===== src/rtl/inst_encoder.sv =====
// Packs RV32I instruction fields into 32-bit words for instruction-memory fill,
// behind a one-entry valid/ready output register with sticky error capture.
// Optional field/opcode checking is enabled by defining INST_ENC_CHECK_EN.
module inst_encoder #(
  parameter int unsigned        ADDR_W    = 32,
  parameter logic [ADDR_W-1:0]  BASE_ADDR = '0
) (
  input  logic              clk,
  input  logic              rst_n,
  input  logic              clr,
  input  logic              in_valid,
  output logic              in_ready,
  input  logic [2:0]        op_type,
  input  logic [6:0]        opcode,
  input  logic [4:0]        rd,
  input  logic [4:0]        rs1,
  input  logic [4:0]        rs2,
  input  logic [2:0]        funct3,
  input  logic [6:0]        funct7,
  input  logic [31:0]       imm,
  output logic              out_valid,
  input  logic              out_ready,
  output logic [31:0]       inst,
  output logic [ADDR_W-1:0] waddr,
  output logic              err,
  output logic [ADDR_W-1:0] err_addr
);

  typedef enum logic [2:0] {
    T_I     = 3'd0,
    T_ISTAR = 3'd1,
    T_S     = 3'd2,
    T_B     = 3'd3,
    T_U     = 3'd4,
    T_J     = 3'd5,
    T_R     = 3'd6,
    T_RSVD  = 3'd7
  } op_type_e;

  localparam logic [31:0] NOP = 32'h0000_0013;

  op_type_e    ty;
  logic [31:0] enc_inst;
  logic        check_flag;
  logic        word_flag;
  logic        flag_q;
  logic        accept;
  logic        emit;

  assign ty       = op_type_e'(op_type);
  assign in_ready = !clr && (!out_valid || out_ready);
  assign accept   = in_valid && in_ready;
  assign emit     = out_valid && out_ready;

  // NOTE: every combinational output gets a default before the case so no
  // path leaves it unassigned; otherwise synthesis would infer a latch.
  always_comb begin
    enc_inst = NOP;
    case (ty)
      T_R:     enc_inst = {funct7, rs2, rs1, funct3, rd, opcode};
      T_I:     enc_inst = {imm[11:0], rs1, funct3, rd, opcode};
      T_ISTAR: enc_inst = {funct7, imm[4:0], rs1, funct3, rd, opcode};
      T_S:     enc_inst = {imm[11:5], rs2, rs1, funct3, imm[4:0], opcode};
      T_B:     enc_inst = {imm[12], imm[10:5], rs2, rs1, funct3, imm[4:1], imm[11], opcode};
      T_U:     enc_inst = {imm[31:12], rd, opcode};
      T_J:     enc_inst = {imm[20], imm[10:1], imm[11], imm[19:12], rd, opcode};
      default: enc_inst = NOP;
    endcase
  end

`ifdef INST_ENC_CHECK_EN
  logic range_ok;
  logic opc_ok;

  // The word is still packed from truncated fields; the checks only flag it.
  always_comb begin
    range_ok = 1'b1;
    opc_ok   = 1'b1;
    case (ty)
      T_I: begin
        range_ok = (imm[31:11] == {21{imm[11]}});
        opc_ok   = (opcode == 7'b0010011) || (opcode == 7'b1100111) ||
                   (opcode == 7'b1110011);
      end
      T_ISTAR: begin
        range_ok = (imm[31:5] == 27'd0);
        opc_ok   = (opcode == 7'b0010011);
      end
      T_S: begin
        range_ok = (imm[31:11] == {21{imm[11]}});
        opc_ok   = (opcode == 7'b0100011);
      end
      T_B: begin
        range_ok = (imm[31:12] == {20{imm[12]}}) && !imm[0];
        opc_ok   = (opcode == 7'b1100011);
      end
      T_U: begin
        range_ok = (imm[11:0] == 12'd0);
        opc_ok   = (opcode == 7'b0010111) || (opcode == 7'b0110111);
      end
      T_J: begin
        range_ok = (imm[31:20] == {12{imm[20]}}) && !imm[0];
        opc_ok   = (opcode == 7'b1101111);
      end
      T_R: begin
        range_ok = 1'b1;
        opc_ok   = (opcode == 7'b0110011);
      end
      default: begin
        range_ok = 1'b1;
        opc_ok   = 1'b1;
      end
    endcase
    check_flag = !range_ok || !opc_ok;
  end
`else
  assign check_flag = 1'b0;
`endif

  assign word_flag = (ty == T_RSVD) || check_flag;

  // NOTE: state is updated with non-blocking assignments so every register
  // samples pre-edge values, matching flop behaviour in simulation.
  always_ff @(posedge clk or negedge rst_n) begin
    if (!rst_n) begin
      out_valid <= 1'b0;
      inst      <= '0;
      flag_q    <= 1'b0;
      waddr     <= BASE_ADDR;
      err       <= 1'b0;
      err_addr  <= '0;
    end else if (clr) begin
      out_valid <= 1'b0;
      flag_q    <= 1'b0;
      waddr     <= BASE_ADDR;
      err       <= 1'b0;
      err_addr  <= '0;
    end else begin
      if (emit) begin
        waddr <= waddr + ADDR_W'(4);
        if (flag_q) begin
          err <= 1'b1;
          if (!err) err_addr <= waddr;
        end
      end
      if (accept) begin
        out_valid <= 1'b1;
        inst      <= enc_inst;
        flag_q    <= word_flag;
      end else if (emit) begin
        out_valid <= 1'b0;
      end
    end
  end

endmodule

===== config.mk =====
export PLATFORM = sky130hd
export DESIGN_NAME = inst_encoder
export DESIGN_NICKNAME = d
export VERILOG_FILES = /design/src/rtl/inst_encoder.sv
export SDC_FILE = /design/constraint.sdc
export NUM_CORES = 1
export LEC_CHECK = 0
export ABC_AREA = 1
export BUFFER_PORTS_ARGS = -buffer_cell sky130_fd_sc_hd__buf_2
export CAP_MARGIN = 25
export CORE_UTILIZATION = 50
export DETAILED_ROUTE_END_ITERATION = 10
export GPL_TIMING_DRIVEN = 0
export PLACE_DENSITY = 0.92
export REMOVE_ABC_BUFFERS = 1
export SLEW_MARGIN = 5
export SYNTH_ARGS = -nofsm -noshare
export SYNTH_HDL_FRONTEND = slang
export SYNTH_SLANG_ARGS = --single-unit

===== constraint.sdc =====
create_clock -name clk -period 1.54 [get_ports clk]
set_clock_uncertainty 0.05 [all_clocks]
set_input_delay 0.308 -clock clk [delete_from_list [all_inputs] [get_ports clk]]
set_output_delay 0.308 -clock clk [all_outputs]
set_load 0.1 [all_outputs]

==> impl_summary.md, run 1 <==
Outcome
The run finished, with violations left. The checks that failed: negative setup slack.

STA
In the post-route analysis, the smallest setup slack over all paths is -0.0897 ns. The final count of hold timing violations is 0. Setup repair after global routing could not meet its margin everywhere. The final max-slew violation count is 0. Setup violations remaining at the end of the flow were counted as 2. The final worst hold slack is 0.109 ns. The sum of negative setup slack is -0.170 ns. Timing would allow up to 614 MHz. The slew of the pin with the lowest slew margin is between 0.6 and 0.7 ns.

The ratio of final minimum period to clock period is 106%. The relative max-transition margin is 58.7%. The clock period minus final worst setup slack is approximately 1.6 ns.

Cells and area
The number of antenna diodes in the final layout is 0. In the final layout, the share of cells above drive strength 1 is 34.6%. The final layout contains 869 nets. The library cell used most frequently in the layout, excluding fill and tap cells, is sky130_fd_sc_hd__nand2_1. Leaving out fill and tap cells, the most frequent cells in the layout are 173 x sky130_fd_sc_hd__nand2_1, 86 x sky130_fd_sc_hd__dfrtp_1, 75 x sky130_fd_sc_hd__buf_2.

From synthesis to final layout, the design area changed by 38.5%.

Setup path
Together, buffers and inverters on the worst path number 1. The data required time of the worst path is 1.18 ns. Of all nets on the critical path, the largest fanout is 3.

The cell family contributing the most delay on the critical path is buffers and inverters. The signal on the critical path passes through buf_2. The worst setup path is of the register to output pin kind. The worst endpoint data arrival time is approximately 1.3 ns.

The worst setup path is launched from a register. In this design, the stage delay of the slowest critical-path cell is around 0.46 ns. The worst setup path is captured at an output pin.

The cell with the largest stage delay on the worst path is sky130_fd_sc_hd__buf_2.

Power and ir drop
The fraction of power spent switching nets is 41.5%. The total net switching power is 2.62 mW. The part of the power in registers is 43.4%. Combinational logic is responsible for 29.9% of the overall power. The cell internal power dissipation is 3.70 mW.

The worst vdd rail ir drop is 0.835 mV. Dividing total power by cell area gives a power density of between 900 and 1000 nW/um^2. The clock network burns a little over a quarter of the power. Summed over all cells, the static leakage comes to 3.22 nW. The design draws about 6.3 mW.

Yosys
The netlist uses 28 different library cells. In this run the cell area of the synthesized design comes to 4800 um^2. The count of warnings emitted by yosys is 0. After synthesis, the mean cell area works out to 7.83 um^2.

For this run, the register share of the synthesized area comes to between 50% and 60%. The post-synthesis instance total is 613. After synthesis the netlist holds a flip-flop and latch count of 96.

Floorplanning
In this run the core area contains 35 standard-cell rows. The number of primary I/O pins is 171. The placeable core area is 9280 um^2. Once the floorplan was initialized, standard cells occupied about half of the core. The area of the die is 10000 um^2. The horizontal extent of the die is roughly 100 um. The chip height is about 100 um.

Placed design
The placed wire-length estimate is 9160 um. Input and output buffers added on the ports amount to 168. The final weighted congestion in routability-driven placement is 0.898.

CTS
The H-tree generated during clock tree synthesis spans 3 levels. The clock net sink count is 96. The cell at the root of the clock tree is sky130_fd_sc_hd__clkbuf_8. The maximum count of clock buffers along a single path is 2. Buffers inserted during clock tree synthesis total 9. After clock tree synthesis, the clock-pin slew on the worst setup and hold paths is 0.11 ns. The clock latency reported for the late side of the worst-skew pair is about 0.38 ns. The CTS tree is yes.

Routing
The count of nets left with antenna violations once routing finished came out at 0. In the routed design, unresolved DRC markers number 0. The first routing iteration left 240 violations. The overall via count from detail_route is 5005. The sum of routed wire length over all layers is 14500 um. The mean routed wirelength per cell is 15.6 um. Dividing the detail-routed via count by the number of cells gives 5.39. The length of the first detailed-routing pass in iterations is 5.

GRT
The maximum number of pins on one net before global-route repair is 65. The via count of the first global-routing pass came to 4587. The initial antenna violation count is 0. The first global-routing pass estimated around 22000 um of wire. The global route total overflow is 0. The total routing usage reported by global routing is between 20% and 30%.

Hold path
The path category of the worst min-delay check is primary input to register.

Run
Across the run, the number of max-cap violations was 0.
## metal layers
metal | global-route usage, % | part of all wire [%] | up-vias
li1 | - | - | 2367
met1 | 32.9 | 37 | 2352
met2 | 50.7 | 53 | 248
met3 | 7.10 | 7.6 | 38
met4 | 8.03 | 2.3 | 0
met5 | 0 | 0 | -
## cells in the mapped netlist (all sizes together)
cell     count  area share (%)
buf         23             3.0
nor2        70             7.0
nor3         5            0.52
a2bb2oi      1            0.18
nand4        5            0.65
ha           2            0.52
a22oi       12             1.9
inv         55             4.3
nand2      183              15
o21ai       55             5.7
dfrtp       96              50
a22o         4            0.73
clkinv       1           0.078
o211ai       1            0.16
a21oi       20             2.1
conb         1           0.078
and3         1            0.13
nand3       76             7.9
clkbuf       2            0.16
## worst reg2reg max path: stages, from the launching register on
cell,delay (ns)
sky130_fd_sc_hd__dfrtp_1,0.44
sky130_fd_sc_hd__inv_2,0.09
sky130_fd_sc_hd__nor2_4,0.04
sky130_fd_sc_hd__nor2_4,0.12
sky130_fd_sc_hd__buf_6,0.14
sky130_fd_sc_hd__nand2_8,0.08
sky130_fd_sc_hd__nor2_4,0.20
sky130_fd_sc_hd__buf_6,0.17
sky130_fd_sc_hd__nand3_2,0.06
sky130_fd_sc_hd__nand2_1,0.07
## layout make-up
| cell class | count | area (um^2) |
|---|---|---|
| clock buffer | 9 | 124 |
| clock inverter | 7 | 75.1 |
| fill | 737 | 2630 |
| inverter | 56 | 226 |
| multi-input combinational | 440 | 2260 |
| sequential | 96 | 2410 |
| tap | 129 | 161 |
| timing repair buffer | 192 | 1390 |
## power groups by stage
stage	sequential (mW)	combinational (mW)	clock, mW
after global routing	2.76	1.98	1.80
after global placement	2.78	1.71	0
after detailed placement	2.77	1.73	0
after floorplan	3.78	0.317	0
final	2.74	1.89	1.69
after CTS	2.73	1.78	1.69
## state kept, by name (all words and copies together), names as in the netlist
signal / flops
waddr: 30
err: 1
err_addr: 31
inst: 32
out_valid: 1
flag_q: 1
## kinds of logic after synthesis
kind of cell | Yosys count | share of synthesized area, %
AND/OR/NAND/NOR | 340 | 31.0
buffers and inverters | 81 | 7.56
flip-flops | 96 | 50.0
other | 1 | 0.0781
adder cells (fa/ha/maj) | 2 | 0.521
AO/OA/AOI/OAI | 93 | 10.8
## through the flow
| step | area [um^2] | setup WS (ns) | cells | utilization [%] |
|---|---|---|---|---|
| 2_1_floorplan | 4650 | -1.11 | 589 | - |
| 3_3_place_gp | 5650 | -1.49 | 886 | 60.9 |
| 3_5_place_dp | 5710 | -1.08 | 889 | 61.5 |
| 4_1_cts | 6220 | -0.0748 | 914 | 67.0 |
| 5_1_grt | 6650 | -0.128 | 929 | 71.6 |
| 6_report | 6650 | -0.0897 | 929 | 71.6 |
## path summary, 6_finish.rpt
path	start	to	slack, ns	depth (start not counted)
max in group asynchronous	rst_n	waddr[19]	0.38	3
setup / recovery	out_valid	out_valid	-0.09	1
hold reg to reg	inst[26]	inst[26]	0.44	2
setup reg to reg	out_valid	inst[3]	0	9
min in group asynchronous	rst_n	err_addr[8]	0.35	2
hold / removal	opcode[2]	inst[2]	0.11	3
## repair_timing
item | CTS | global route
pin swaps | 7 | 17
endpoints found under the setup margin | 118 | 136
resized for setup | 76 | 117
cloned | 2 | 2
buffers inserted | 6 | 13
endpoints found under the hold margin | 32 | 0
hold buffers | 1 | 0
No activity file was read; power rests on OpenSTA's default activity.
==> inputs of run 2 (changes only) <==
Settings changed: CELL_PAD_IN_SITES_DETAIL_PLACEMENT from default to 0, CELL_PAD_IN_SITES_GLOBAL_PLACEMENT from default to 1, CORE_ASPECT_RATIO from default to 0.8, CORE_UTILIZATION 50 to 35, PLACE_DENSITY 0.92 to 0.91.
==> impl_summary.md, run 2 (synthesis results as in run 1) <==
Outcome
Run status: finished with violations (unchanged). Failing checks: negative setup slack (unchanged).

Setup path
The data required time of the worst path is 1.18 ns (about the same). The worst endpoint data arrival time was 1.23 ns (was 1.27 ns). The critical path startpoint category was a register (unchanged). The worst-case reg-to-reg path depth is 7 (was 9).

The element type at the critical path end is an output pin (unchanged). CP cell instances: inv_2 -> nor2_4 -> nor2_4 -> buf_12 (was buf_2). The worst stage delay on the critical path is 0.42 ns (was 0.46 ns). The most common cell type on the critical path is sky130_fd_sc_hd__nor2_4.

The cell count along the critical path is 4 (was 1). The maximum fanout count along the critical path is 3 (unchanged). The combined buffer and inverter count along the critical path is 2 (was 1). The cell with the largest stage delay on the worst path is sky130_fd_sc_hd__dfrtp_1 (was sky130_fd_sc_hd__buf_2).

The kind of cell with the highest combined delay on the critical path is flip-flops (was buffers and inverters). The kind of critical path is register to output pin (unchanged).

GRT
The total routing usage reported by global routing is 20.9% (was 28.0%). The global route total overflow was 0 (unchanged). The initial antenna violation count is 0 (unchanged).

The via count of the first global-routing pass is 4453 (was 4587). The maximum number of pins on one net before global-route repair is 65 (unchanged). The first-pass GRT wire length came to 23400 um (was 22000 um).

Routing
The overall via count from detail_route is 4756 (was 5005). The routed length on met2 is 6700 um (was 7640 um). The ratio of routed vias to standard cells is 4.86 (was 5.39). The length of the first detailed-routing pass in iterations is 5 (unchanged). The met3 routed wirelength came to 605 um (was 1110 um). The number of design-rule violations left by the first detailed-router iteration came to 302 (was 240). The highest metal layer used by the detailed router is met4 (unchanged). The remaining design rule violation count is 0 (unchanged). The sum of routed wire segments on met1 is 7130 um (was 5440 um). The sum of routed wire length over all layers is 14600 um (was 14500 um).

The number of nets still failing antenna checks after routing is 0 (unchanged). The mean routed wirelength per cell came to 15.0 um (was 15.6 um).

STA
The clock period minus final worst setup slack came to 1.59 ns (was 1.63 ns). RSZ-0062 raised after global routing: true (unchanged). The slew of the pin with the lowest slew margin is 0.667 ns (was 0.619 ns).

The achievable frequency is 631 MHz (was 614 MHz). The final worst slack is -0.0457 ns (was -0.0897 ns). The final max-slew violation count is 0 (unchanged). The number of setup violations in the final report came to 2 (unchanged). The relative max-transition margin is 55.5% (was 58.7%). The ratio of final minimum period to clock period is 103% (was 106%). The final count of hold timing violations came to 0 (unchanged).

Cells and area
The most common library cell in the layout ignoring fill and taps is sky130_fd_sc_hd__nand2_1 (unchanged). The register with the highest flop count is inst (unchanged). The area added between synthesis and finish is 38.3% (was 38.5%). Most frequent cells in the layout: 174 x sky130_fd_sc_hd__nand2_1, 136 x sky130_fd_sc_hd__buf_2, 88 x sky130_fd_sc_hd__dfrtp_1 (was 173 x sky130_fd_sc_hd__nand2_1, 86 x sky130_fd_sc_hd__dfrtp_1, 75 x sky130_fd_sc_hd__buf_2). Top Registers: inst x32, err_addr x31, waddr x30 (unchanged). The final net count is 872 (was 869). The flip-flop count of the largest register, all copies and words added came to 32 (unchanged). The post-route core utilization came to 50.7% (was 71.6%). The count of filler cells inserted in the layout is 1293 (was 737). The number of antenna cells inserted came to 0 (unchanged). The fraction of final layout cells sized beyond drive strength 1 is 34.4% (was 34.6%).

CTS
The CTS buffer count is 9 (unchanged). The cell at the root of the clock tree is sky130_fd_sc_hd__clkbuf_16 (was sky130_fd_sc_hd__clkbuf_8). The clock latency reported for the late side of the worst-skew pair is 0.34 ns (was 0.38 ns). The clock-pin transition on the worst setup and hold timing paths is 0.07 ns (was 0.11 ns). The CTS tree is yes (unchanged). The H-tree depth is 3 (unchanged). The maximum count of clock buffers along a single path is 2 (unchanged).

The clock net sink count came to 96 (unchanged).

Placed design
The number of I/O port buffers was 168 (unchanged). The final weighted congestion in routability-driven placement is 0.881 (was 0.898). The placed wire-length estimate came to 10200 um (was 9160 um).

Hold path
The cell depth of the worst min-delay path came to 3 (unchanged). The path category of the worst min-delay check is primary input to register (unchanged).

Power and ir drop
The worst vdd rail ir drop is 0.679 mV (was 0.835 mV). The leakage power summed over all cells was 3.29 nW (was 3.22 nW). The power density over the cells is 1000 nW/um^2 (was 949 nW/um^2). The total power of the final layout was 6.65 mW (was 6.31 mW).

Floorplanning
The effective utilization at floorplan is 36.6% (was 51.7%). The total number of placement rows is 37 (was 35). The horizontal extent of the die was 133 um (was 100 um).

The number of primary I/O pins is 171 (unchanged). The placeable core area is 13100 um^2 (was 9280 um^2). The area of the die is 14200 um^2 (was 10000 um^2).

The chip height came to 107 um (was 100 um).

Run
The count of maximum capacitance violations was 0 (unchanged).
-- run 2: cell types whose count changed in the layout (fill, tap and decap cells not counted), moves of 3 or more --
cell                        before  now
sky130_fd_sc_hd__o21ai_0        33   37
sky130_fd_sc_hd__nand3_2         9    4
sky130_fd_sc_hd__buf_4          47   41
sky130_fd_sc_hd__nand3_1        66   70
sky130_fd_sc_hd__clkbuf_4       46    1
sky130_fd_sc_hd__clkbuf_8        9    0
sky130_fd_sc_hd__buf_6          17    8
sky130_fd_sc_hd__inv_8           4    1
sky130_fd_sc_hd__o21ai_1        21   15
sky130_fd_sc_hd__buf_2          75  136
sky130_fd_sc_hd__clkbuf_16       0   10
sky130_fd_sc_hd__nand2_4         6    3
-- run 2: tightest hold or removal path: stages --
cell	delay [ns]
sky130_fd_sc_hd__buf_2	0.08
sky130_fd_sc_hd__nand3_1	0.06
sky130_fd_sc_hd__nand2_1	0.05
-- run 2: report_power, final --
group	internal (mW)	switching, mW	total [mW]
Clock	1.10	0.980	2.08
Sequential	2.66	0.0743	2.73
Combinational	0.345	1.49	1.84
-- run 2: final timing paths --
check	from	to	slack [ns]
min in group asynchronous	rst_n	waddr[19]	0.45
max reg2reg	out_valid	err_addr[31]	0
max	out_valid	in_ready	-0.05
min reg2reg	inst[31]	inst[31]	0.43
max in group asynchronous	rst_n	waddr[16]	0.29
min	opcode[2]	inst[2]	0.13
-- run 2: area by class of cell --
cell class | instances | area [um^2] | share of cell area, %
flip-flops and latches | 96 | 2410 | 36.3
multi-input cells | 439 | 2230 | 33.6
repair buffers | 196 | 1280 | 19.3
clock buffers | 10 | 229 | 3.45
inverters | 56 | 226 | 3.41
well taps | 175 | 219 | 3.30
clock inverters | 6 | 43.8 | 0.659
-- run 2: stage by stage --
step | hold slack [ns] | setup WS [ns] | cells | area [um^2] | TNS (ns)
after floorplan | -0.0376 | -1.11 | 589 | 4650 | -72.70
after global placement | 0.408 | -1.70 | 932 | 5710 | -154.65
after detailed placement | 0.299 | -1.27 | 935 | 5770 | -52.15
after CTS | 0.123 | -0.0593 | 962 | 6330 | -0.325
after global routing | 0.141 | -0.104 | 978 | 6640 | -3.63
final | 0.130 | -0.0457 | 978 | 6640 | -0.0491
-- run 2: layer usage --
layer,vias up,track usage [%]
met4,0,5.17
met2,112,32.4
met1,2265,30.3
met3,16,3.22
met5,-,0
li1,2363,-
-- run 2: timing repair --
action / in CTS / in global routing
gates resized for setup: 60 / 51
hold buffers: 1 / 0
endpoints found under the setup margin: 103 / 86
pin swaps: 7 / 9
hold endpoints to repair: 42 / 0
setup buffers: 8 / 15
gates cloned: 2 / 1
==> inputs of run 3 (changes only) <==
==> constraint.sdc (replaced) <==
create_clock -name clk -period 1.54 [get_ports clk]
set_clock_uncertainty 0.05 [all_clocks]
set_input_delay 0.462 -clock clk [delete_from_list [all_inputs] [get_ports clk]]
set_output_delay 0.462 -clock clk [all_outputs]
set_load 0.1 [all_outputs]
==> impl_summary.md, run 3 (synthesis results as in run 1) <==
Outcome
Run status: finished with violations (unchanged). Failing checks: negative setup slack (unchanged).

Placed design
The final weighted congestion in routability-driven placement was 0.881 (unchanged). The number of I/O port buffers is 168 (unchanged). The pre-CTS setup slack came to -1.43 ns (was -1.27 ns).

The placed wire-length estimate is 10200 um (unchanged). The post-placement cell count is 935 (unchanged).

CTS
The CTS buffer count is 9 (unchanged). The clock-pin transition on the worst setup and hold timing paths was 0.07 ns (about the same). The maximum count of clock buffers along a single path is 2 (unchanged). The CTS tree is yes (unchanged). The cell at the root of the clock tree is sky130_fd_sc_hd__clkbuf_16 (unchanged). The clock net sink count was 96 (unchanged). The H-tree depth is 3 (unchanged).

The clock latency reported for the late side of the worst-skew pair is 0.34 ns (about the same).

Floorplanning
The total number of placement rows came to 37 (unchanged). The area of the die is 14200 um^2 (unchanged). The number of primary I/O pins is 171 (unchanged).

The placeable core area is 13100 um^2 (unchanged). The chip height is 107 um (unchanged). The effective utilization at floorplan is 36.6% (unchanged).

The horizontal extent of the die is 133 um (unchanged).

GRT
The via count of the first global-routing pass is 4505 (was 4453). The initial antenna violation count is 0 (unchanged). The first-pass GRT wire length came to 23700 um (was 23400 um). The total routing usage reported by global routing is 21.1% (was 20.9%). The global route total overflow was 0 (unchanged). The maximum number of pins on one net before global-route repair is 65 (unchanged).

Setup path
The start of the worst register-to-register path is out_valid (unchanged). The beginning of the critical path is out_valid (unchanged). The cell count along the critical path is 4 (unchanged).

CP cell instances: inv_2 -> nor2_4 -> nor2_4 -> buf_12 (unchanged). The endpoint of the most critical register-to-register path is inst[27] (was err_addr[31]). The critical path startpoint category is a register (unchanged). The data required time of the worst path is 1.03 ns (was 1.18 ns). The maximum fanout count along the critical path is 3 (unchanged).

The worst-case reg-to-reg path depth is 10 (was 7). The element type at the critical path end is an output pin (unchanged). The endpoint of the most critical setup path is in_ready (unchanged). The register-to-register setup slack is -0.07 ns (was 0 ns). The kind of cell with the highest combined delay on the critical path is flip-flops (unchanged). The combined buffer and inverter count along the critical path is 2 (unchanged). The worst stage delay on the critical path is 0.42 ns (about the same).

The worst endpoint data arrival time is 1.18 ns (was 1.23 ns). The kind of critical path is register to output pin (unchanged). The most common cell type on the critical path is sky130_fd_sc_hd__nor2_4 (unchanged). The cell with the largest stage delay on the worst path was sky130_fd_sc_hd__dfrtp_1 (unchanged).

STA
The achievable frequency is 590 MHz (was 631 MHz). The slew of the pin with the lowest slew margin is 0.569 ns (was 0.667 ns). The ratio of final minimum period to clock period is 110% (was 103%). The sum of negative setup slack is -0.964 ns (was -0.0491 ns). The clock period minus final worst setup slack is 1.69 ns (was 1.59 ns). The final count of hold timing violations is 0 (unchanged).

The final worst slack came to -0.155 ns (was -0.0457 ns). The number of setup violations in the final report is 20 (was 2). The relative max-transition margin is 62.1% (was 55.5%).

The final max-slew violation count was 0 (unchanged). RSZ-0062 raised after global routing: true (unchanged).

Cells and area
The number of antenna cells inserted is 0 (unchanged). The fraction of final layout cells sized beyond drive strength 1 is 37.7% (was 34.4%). The post-route core utilization is 55.1% (was 50.7%). The flip-flop count of the largest register, all copies and words added is 32 (unchanged). The register with the highest flop count was inst (unchanged). The footprint of the flip-flops and latches was 2430 um^2 (was 2410 um^2). The count of filler cells inserted in the layout was 1215 (was 1293). Most frequent cells in the layout: 172 x sky130_fd_sc_hd__nand2_1, 70 x sky130_fd_sc_hd__nand3_1, 70 x sky130_fd_sc_hd__buf_2, 70 x sky130_fd_sc_hd__dfrtp_1, 64 x sky130_fd_sc_hd__buf_4 (was 174 x sky130_fd_sc_hd__nand2_1, 136 x sky130_fd_sc_hd__buf_2, 88 x sky130_fd_sc_hd__dfrtp_1).

The area of combinational cells with multiple inputs came to 2290 um^2 (was 2230 um^2). The area added between synthesis and finish came to 50.4% (was 38.3%). The number of standard cells in the layout, taps in and fillers out is 979 (was 978). The final net count was 873 (was 872). The most common library cell in the layout ignoring fill and taps was sky130_fd_sc_hd__nand2_1 (unchanged). Top Registers: inst x32, err_addr x31, waddr x30 (unchanged).

Power and ir drop
The worst vdd rail ir drop is 0.614 mV (was 0.679 mV). The leakage power summed over all cells is 3.36 nW (was 3.29 nW). The power density over the cells is 943 nW/um^2 (was 1000 nW/um^2). The total power of the final layout came to 6.81 mW (was 6.65 mW).

Routing
The remaining design rule violation count is 0 (unchanged). The mean routed wirelength per cell is 15.2 um (was 15.0 um). The ratio of routed vias to standard cells came to 4.89 (was 4.86).

The overall via count from detail_route is 4787 (was 4756). The number of nets still failing antenna checks after routing is 0 (unchanged). The number of design-rule violations left by the first detailed-router iteration came to 322 (was 302). The sum of routed wire length over all layers came to 14900 um (was 14600 um).

The length of the first detailed-routing pass in iterations is 5 (unchanged).

Run
The count of maximum capacitance violations is 0 (unchanged).

Hold path
The path category of the worst min-delay check is primary input to async pin (was primary input to register).
-- run 3: cell types whose count changed in the layout (fill, tap and decap cells not counted), sizes merged --
cell | previous run | this run
buf | 193 | 197
clkbuf | 12 | 10
dlygate4sd3 | 1 | 0
-- run 3: per-stage QoR --
step	hold slack (ns)	instance area [um^2]
3_3_place_gp	0.408	5710
6_report	0.0581	7220
3_5_place_dp	0.410	5770
2_1_floorplan	0.116	4650
5_1_grt	0.0960	7220
4_1_cts	0.0809	6690
-- run 3: per-layer routing --
metal  wire length [um]  GRT usage, %  vias up
li1                   -             -     2361
met2               6840          32.7      126
met5                  0             0        -
met1               7150          30.9     2280
met3                689          3.07       20
met4                218          5.01        0
-- run 3: cell type report --
cell class / count / share of cell area (%)
Clock buffer: 10 / 3.17
Timing Repair Buffer: 197 / 24.6
Multi-Input combinational cell: 439 / 31.7
Clock inverter: 6 / 0.607
Tap cell: 175 / 3.03
Inverter: 56 / 3.21
Sequential cell: 96 / 33.7
-- run 3: repair_timing --
item                       4_1_cts  5_1_grt
gates cloned                     2        1
pin swaps                        4       13
setup buffers                    7       18
hold buffers                     0        0
resized for setup              199      101
setup endpoints to repair      174      118
-- run 3: how the worst min path moves through the flow --
| stage | from | to | depth (start not counted) |
|---|---|---|---|
| final | rst_n | waddr[22] | 1 |
| after global routing | rst_n | waddr[19] | 1 |
| after CTS | rst_n | waddr[22] | 1 |
| after detailed placement | inst[31] | inst[31] | 2 |
| after global placement | inst[26] | inst[26] | 2 |
| after floorplan | rst_n | err | 0 |
-- run 3: where the power goes --
part           switching [mW]  leakage [nW]  internal, mW  total (mW)
Sequential             0.0952          1.26          2.66        2.75
Combinational            1.50          1.97         0.470        1.97
Clock                   0.983         0.133          1.10        2.09
